<file path="config.mk">
export PLATFORM = sky130hd
export DESIGN_NAME = fcml_duty_frame_decoder
export DESIGN_NICKNAME = d
export VERILOG_FILES = /design/src/rtl/fcml_spi_pkg.sv /design/src/rtl/frame_xor_checksum.sv /design/src/rtl/fcml_duty_frame_decoder.sv
export SDC_FILE = /design/constraint.sdc
export NUM_CORES = 1
export LEC_CHECK = 0
export CAP_MARGIN = 20
export CORE_ASPECT_RATIO = 1.75
export CORE_MARGIN = 2
export CORE_UTILIZATION = 45
export CTS_CLUSTER_DIAMETER = 60
export DETAILED_ROUTE_END_ITERATION = 16
export GPL_TIMING_DRIVEN = 0
export PLACE_DENSITY = 0.76
export SLEW_MARGIN = 0
export SYNTH_ARGS = -nofsm -noshare
export SYNTH_HDL_FRONTEND = slang
export SYNTH_SLANG_ARGS = --single-unit
</file>
<file path="constraint.sdc">
create_clock -name clk -period 2.9 [get_ports clk]
set_clock_uncertainty 0.2 [all_clocks]
set_input_delay 0.29 -clock clk [delete_from_list [all_inputs] [get_ports clk]]
set_output_delay 0.29 -clock clk [all_outputs]
set_load 0.02 [all_outputs]
</file>
<file path="src/rtl/fcml_spi_pkg.sv">
// Shared definitions for the FCML SPI duty-frame path.
// Holds the 48-bit frame layout, the decoder FSM state type and the frame
// checksum helper shared with the future TX/telemetry frame builder.
package fcml_spi_pkg;

   localparam int FRAME_W  = 48;

   localparam int SYNC_HI  = 47;
   localparam int SYNC_LO  = 44;
   localparam int DUTYA_HI = 43;
   localparam int DUTYA_LO = 32;
   localparam int DUTYB_HI = 31;
   localparam int DUTYB_LO = 20;
   localparam int DUTYC_HI = 19;
   localparam int DUTYC_LO = 8;
   localparam int CKS_HI   = 7;
   localparam int CKS_LO   = 0;

   typedef enum logic [1:0] {
      ST_IDLE   = 2'd0,
      ST_CHECK  = 2'd1,
      ST_APPLY  = 2'd2,
      ST_REJECT = 2'd3
   } fsm_state_t;

   // XOR of the five payload bytes above the checksum byte.
   function automatic logic [7:0] frame_cks_calc(input logic [FRAME_W-1:0] frame);
      return frame[47:40] ^ frame[39:32] ^ frame[31:24] ^ frame[23:16] ^ frame[15:8];
   endfunction

endpackage

</file>
<file path="src/rtl/frame_xor_checksum.sv">
// Combinational checksum checker for a 48-bit SPI frame.
// cks_match is high when the low byte equals the XOR of the upper five bytes.
module frame_xor_checksum
   import fcml_spi_pkg::*;
(
   input  logic [FRAME_W-1:0] frame,
   output logic               cks_match
);

   // Compare the received checksum byte against the recomputed one.
   always_comb begin
      cks_match = (frame[CKS_HI:CKS_LO] == frame_cks_calc(frame));
   end

endmodule

</file>
<file path="src/rtl/fcml_duty_frame_decoder.sv">
// FCML duty frame decoder: validates 48-bit SPI frames and drives three
// clamped phase duty commands, a bad-frame counter and a link status flag.
// Optional link watchdog enabled by defining FCML_DUTY_WATCHDOG_EN; without it
// link_ok latches high on the first applied frame and duties are only forced
// to SAFE_DUTY by reset.
module fcml_duty_frame_decoder
   import fcml_spi_pkg::*;
#(
   parameter int               DUTY_W     = 12,
   parameter logic [DUTY_W-1:0] MAX_DUTY  = 12'hF00,
   parameter logic [DUTY_W-1:0] SAFE_DUTY = 12'h000,
   parameter logic [3:0]       SYNC_NIB   = 4'hA,
   parameter int               WDT_CYCLES = 1_000_000
)
(
   input  logic               clk,
   input  logic               rst,
   input  logic               spi_cs,
   input  logic [FRAME_W-1:0] spi_rdata,
   output logic [DUTY_W-1:0]  duty_a,
   output logic [DUTY_W-1:0]  duty_b,
   output logic [DUTY_W-1:0]  duty_c,
   output logic               duty_update,
   output logic               clamp_flag,
   output logic [7:0]         err_count,
   output logic               link_ok
);

   logic               cs_sync1_r;
   logic               cs_sync2_r;
   logic               cs_prev_r;
   logic               edge_s;
   logic [FRAME_W-1:0] frame_r;
   fsm_state_t         state_r;
   fsm_state_t         state_next_s;
   logic               latch_s;
   logic               apply_s;
   logic               reject_s;
   logic               cks_ok_s;
   logic               sync_ok_s;
   logic [DUTY_W-1:0]  duty_a_fld_s;
   logic [DUTY_W-1:0]  duty_b_fld_s;
   logic [DUTY_W-1:0]  duty_c_fld_s;
   logic [DUTY_W-1:0]  duty_a_clamp_s;
   logic [DUTY_W-1:0]  duty_b_clamp_s;
   logic [DUTY_W-1:0]  duty_c_clamp_s;
   logic               clamp_any_s;

   frame_xor_checksum u_cks (
      .frame     (frame_r),
      .cks_match (cks_ok_s)
   );

   // Bring the raw chip select into clk; flops idle high like the CS pin.
   always_ff @(posedge clk or posedge rst) begin
      if (rst) begin
         cs_sync1_r <= 1'b1;
         cs_sync2_r <= 1'b1;
         cs_prev_r  <= 1'b1;
      end else begin
         cs_sync1_r <= spi_cs;
         cs_sync2_r <= cs_sync1_r;
         cs_prev_r  <= cs_sync2_r;
      end
   end

   // End-of-transaction marker: synchronized CS just went high.
   always_comb begin
      edge_s = cs_sync2_r & ~cs_prev_r;
   end

   // FSM state register and frame capture at end of transaction.
   always_ff @(posedge clk or posedge rst) begin
      if (rst) begin
         state_r <= ST_IDLE;
         frame_r <= {FRAME_W{1'b0}};
      end else begin
         state_r <= state_next_s;
         if (latch_s) begin
            frame_r <= spi_rdata;
         end
      end
   end

   // Next-state logic; apply/reject strobes fire on leaving CHECK so the
   // output registers update on the second edge after the CS edge.
   always_comb begin
      state_next_s = state_r;
      latch_s      = 1'b0;
      apply_s      = 1'b0;
      reject_s     = 1'b0;
      case (state_r)
         ST_IDLE: begin
            if (edge_s) begin
               latch_s      = 1'b1;
               state_next_s = ST_CHECK;
            end else begin
               state_next_s = ST_IDLE;
            end
         end
         ST_CHECK: begin
            if (cks_ok_s && sync_ok_s) begin
               apply_s      = 1'b1;
               state_next_s = ST_APPLY;
            end else begin
               reject_s     = 1'b1;
               state_next_s = ST_REJECT;
            end
         end
         ST_APPLY:  state_next_s = ST_IDLE;
         ST_REJECT: state_next_s = ST_IDLE;
         default:   state_next_s = ST_IDLE;
      endcase
   end

   // Field extraction, sync check and per-phase clamping of the latched frame.
   always_comb begin
      sync_ok_s      = (frame_r[SYNC_HI:SYNC_LO] == SYNC_NIB);
      duty_a_fld_s   = frame_r[DUTYA_HI:DUTYA_LO];
      duty_b_fld_s   = frame_r[DUTYB_HI:DUTYB_LO];
      duty_c_fld_s   = frame_r[DUTYC_HI:DUTYC_LO];
      duty_a_clamp_s = (duty_a_fld_s > MAX_DUTY) ? MAX_DUTY : duty_a_fld_s;
      duty_b_clamp_s = (duty_b_fld_s > MAX_DUTY) ? MAX_DUTY : duty_b_fld_s;
      duty_c_clamp_s = (duty_c_fld_s > MAX_DUTY) ? MAX_DUTY : duty_c_fld_s;
      clamp_any_s    = (duty_a_fld_s > MAX_DUTY) | (duty_b_fld_s > MAX_DUTY) |
                       (duty_c_fld_s > MAX_DUTY);
   end

`ifdef FCML_DUTY_WATCHDOG_EN
   localparam int WDT_W = $clog2(WDT_CYCLES + 1);

   logic [WDT_W-1:0] wdt_cnt_r;
   logic [WDT_W-1:0] wdt_next_s;
   logic             wdt_expire_s;

   // Watchdog next count; a concurrent apply always beats expiry.
   always_comb begin
      if (apply_s) begin
         wdt_next_s = WDT_W'(WDT_CYCLES);
      end else if (wdt_cnt_r != {WDT_W{1'b0}}) begin
         wdt_next_s = wdt_cnt_r - {{(WDT_W-1){1'b0}}, 1'b1};
      end else begin
         wdt_next_s = wdt_cnt_r;
      end
      wdt_expire_s = (wdt_next_s == {WDT_W{1'b0}}) && !apply_s;
   end

   // Watchdog down-counter, holds at zero once expired.
   always_ff @(posedge clk or posedge rst) begin
      if (rst) begin
         wdt_cnt_r <= WDT_W'(WDT_CYCLES);
      end else begin
         wdt_cnt_r <= wdt_next_s;
      end
   end
`endif

   // Registered outputs: apply new duties, force safe duty on link loss,
   // count rejected frames with saturation.
   always_ff @(posedge clk or posedge rst) begin
      if (rst) begin
         duty_a      <= SAFE_DUTY;
         duty_b      <= SAFE_DUTY;
         duty_c      <= SAFE_DUTY;
         duty_update <= 1'b0;
         clamp_flag  <= 1'b0;
         err_count   <= 8'd0;
         link_ok     <= 1'b0;
      end else begin
         duty_update <= apply_s;
         if (apply_s) begin
            duty_a     <= duty_a_clamp_s;
            duty_b     <= duty_b_clamp_s;
            duty_c     <= duty_c_clamp_s;
            clamp_flag <= clamp_any_s;
            link_ok    <= 1'b1;
         end
`ifdef FCML_DUTY_WATCHDOG_EN
         else if (wdt_expire_s) begin
            duty_a  <= SAFE_DUTY;
            duty_b  <= SAFE_DUTY;
            duty_c  <= SAFE_DUTY;
            link_ok <= 1'b0;
         end
`endif
         if (reject_s && (err_count != 8'hFF)) begin
            err_count <= err_count + 8'd1;
         end
      end
   end

endmodule

</file>
==> flow_summary.yaml <==
route:
  dr.pass1.iters: 4
  drt-initial-drc-count: 127
  routed_wl_mm: 9.96
  dr_total_vias: 2883
  drc: 0
  wl_per_cell_um: 17.6
  avgViaCountPerCell: 5.09
  ant_nets: 0
run_status:
  status: "finished, final reports clean"
floorplan:
  die-area_sq_um: 10400
  rows: 47
  die_w_um: 77.9
  core_area_sq_um: 9410
  pin_count: 98
  die_h_um: 133
  start_util: 0.457
grt:
  grt-ovfl-total: 0
  use_met1: 0.230
  met3_usage: 0.0400
  grt_pass1_vias: 3033
  top_usage_layer: "met2"
  gr-usage-all-layers: 0.200
  antenna_found_initial: 0
  grt_max_degree: 45
  grt_util_met2: 0.350
  grt_first_pass_wirelength_mm: 15.6
worst_setup_path:
  worstSetupPathType: "register to register"
  cp_data_arrival_time_ps: 2710
  cp-end-kind: "register"
  cpPeakStageDelay_ps: 550
  worstSetupStartpointType: "register"
  crit_chain: "nor4b_1, clkbuf_2, clkbuf_1, mux2_2"
  cpMaxStageDelayCell: "nor4b_1"
  ff2ff_path_depth: 4
  cp_max_fo: 10
  required_ps: 2920
finish:
  n_antenna_cell: 0
  num-nets-final: 491
  areaGrowthSynthToFinish_pct: 34.5
  post-route-util: 0.615
  layout-drive-gt1-share: 0.171
  n_fill_cell: 763
yosys:
  yosysTopAreaCell: "dfrtp_1"
  async_reset_ff_frac: 1.00
  synth_seq_area_share: 0.583
  synth_top_area_frac: 0.564
  yosysUniqueCellTypes: 30
  synth_edf_count: 0
  yosysMostFrequentCell: "dfrtp_1"
  synthFlopType: "dfrtp_1"
  synthTopCellsByCount: "97 x dfrtp_1, 52 x mux2_2, 49 x nand2_1, 24 x o21ai_1, 22 x xnor2_1"
  yosysWarnings: 0
  synthCells: 329
  netlist_area_sq_um: 4300
  synth_seq_cells: 100
  postSynthNetCount: 381
  postSynthAreaPerCell_sq_um: 13.1
  yosys-top-cells-area: "dfrtp_1 56%, mux2_2 14%, xnor2_1 4.5%, nand2_1 4.3%, xnor3_1 4.2%"
clocking:
  cts.reportedPaths.clkPinSlew_ps: 60
  numCtsBuffers: 9
  cts_max_level: 3
  ctsHoldBuffers: 0
  cts_tree: "done"
  cts_buffer_depth: 2
  clock_latency_ps: 340
  cts-root-buf: "clkbuf_16"
  clock-sinks: 100
timing:
  setup_viol: 0
  hold_violations: 0
  relSlewSlack: 0.555
  tightest_slew_ps: 659
  post-route-min-period_ps: 2680
  rsz0062_at_grt: "no"
  setup_tns_ps: 0
  period_share: 0.926
  slew_violations: 0
  fmax_mhz: 372
power_and_ir_drop:
  p_leak_nw: 2.56
  finalPower_mw: 5.86
  power.density_cell_area_nw_per_um2: 1010
  ir_worst_vdd_mv: 0.566
place:
  portBuffers: 97
  gp_congestion: 0.771
  hpwl_mm: 7.50
worst_hold_path:
  hold_path_class: "input port to asynchronous set/reset pin"
job:
  maxCapViolations: 0
==> cell type report <==
cell class / instances / area [sq um] / share of cell area
clock inverters: 2 / 60.1 / 0.0104
plain buffers: 12 / 55.1 / 0.00952
flip-flops and latches: 100 / 2510 / 0.433
well taps: 122 / 153 / 0.0264
multi-input cells: 213 / 1730 / 0.299
inverters: 4 / 18.8 / 0.00324
repair buffers: 99 / 1010 / 0.175
clock buffers: 14 / 254 / 0.0439
==> through the flow <==
step	setup WS [ps]	cells	cell area (sq um)	hold slack (ps)
after detailed placement	-24.7	550	5470	151
after CTS	138	566	5780	82.2
final	215	566	5780	79.1
after global routing	25.2	566	5780	103
after global placement	20.8	548	5430	149
after floorplan	561	329	4310	94.5
==> cell families (layout without fill, tap and decap cells) <==
logic type,Yosys count,after routing,share of synthesized area
AOI/OAI and AO/OA,29,29,0.0343
muxes,62,62,0.162
DFF,100,100,0.583
adders and majority gates,1,1,0.00291
buffers and inverters,16,131,0.0160
and+or+nand+nor,85,85,0.103
xor gates and xnor gates,36,36,0.0989
==> cells in the final DEF, fill, tap and decap left out, types with 8 or more instances in the layout <==
| master | Yosys | final |
|---|---|---|
| clkdlybuf4s50_1 | 0 | 97 |
| xnor2_1 | 22 | 22 |
| dfrtp_1 | 97 | 97 |
| xnor3_1 | 8 | 8 |
| nand2_1 | 49 | 49 |
| o21ai_1 | 24 | 24 |
| clkbuf_16 | 0 | 9 |
| mux2_1 | 10 | 10 |
| mux2_2 | 52 | 52 |
| clkbuf_1 | 10 | 13 |
==> critical path, delay by kind of cell (launching register included) <==
kind                   cells  cell delay [ps]
buffers and inverters      2              870
AND/OR/NAND/NOR            1              550
flip-flops                 1              530
multiplexers               1              410
==> report_power, final <==
part / internal (mW) / switching (mW) / leakage (nW)
registers: 1.83 / 0.508 / 1.27
clock network: 0.781 / 0.483 / 0.151
logic: 1.34 / 0.912 / 1.13
==> sequential cells by signal, summed over array words and instances (netlist names) <==
signal,flops
duty_b,12
err_count,8
cs_sync2_r,1
duty_update,1
link_ok,1
duty_c,12
duty_a,12
state_r,2
clamp_flag,1
frame_r,48
cs_sync1_r,1
cs_prev_r,1
==> worst paths after layout <==
path	from	end	slack (ps)
min in group clk	cs_sync1_r	cs_sync2_r	170
worst min-delay path	rst	frame_r[26]	80
worst max register to register	cs_sync2_r	frame_r[6]	220
worst min register to register	cs_sync1_r	cs_sync2_r	170
worst max-delay path	cs_sync2_r	frame_r[6]	220
max in group asynchronous	rst	frame_r[1]	1610
==> metal layers <==
metal  vias to the layer above  wire [um]
met2                        80       5440
met5                         -          0
li1                       1357          -
met4                         0        359
met1                      1428       3820
met3                        18        341
==> what timing repair did <==
| action | CTS | global route |
|---|---|---|
| gates resized for setup | 1 | 0 |
| setup buffers | 0 | 0 |
| hold endpoints to repair | 0 | 0 |
| setup endpoints to repair | 9 | 0 |
Power figures use the tool's default switching activity.
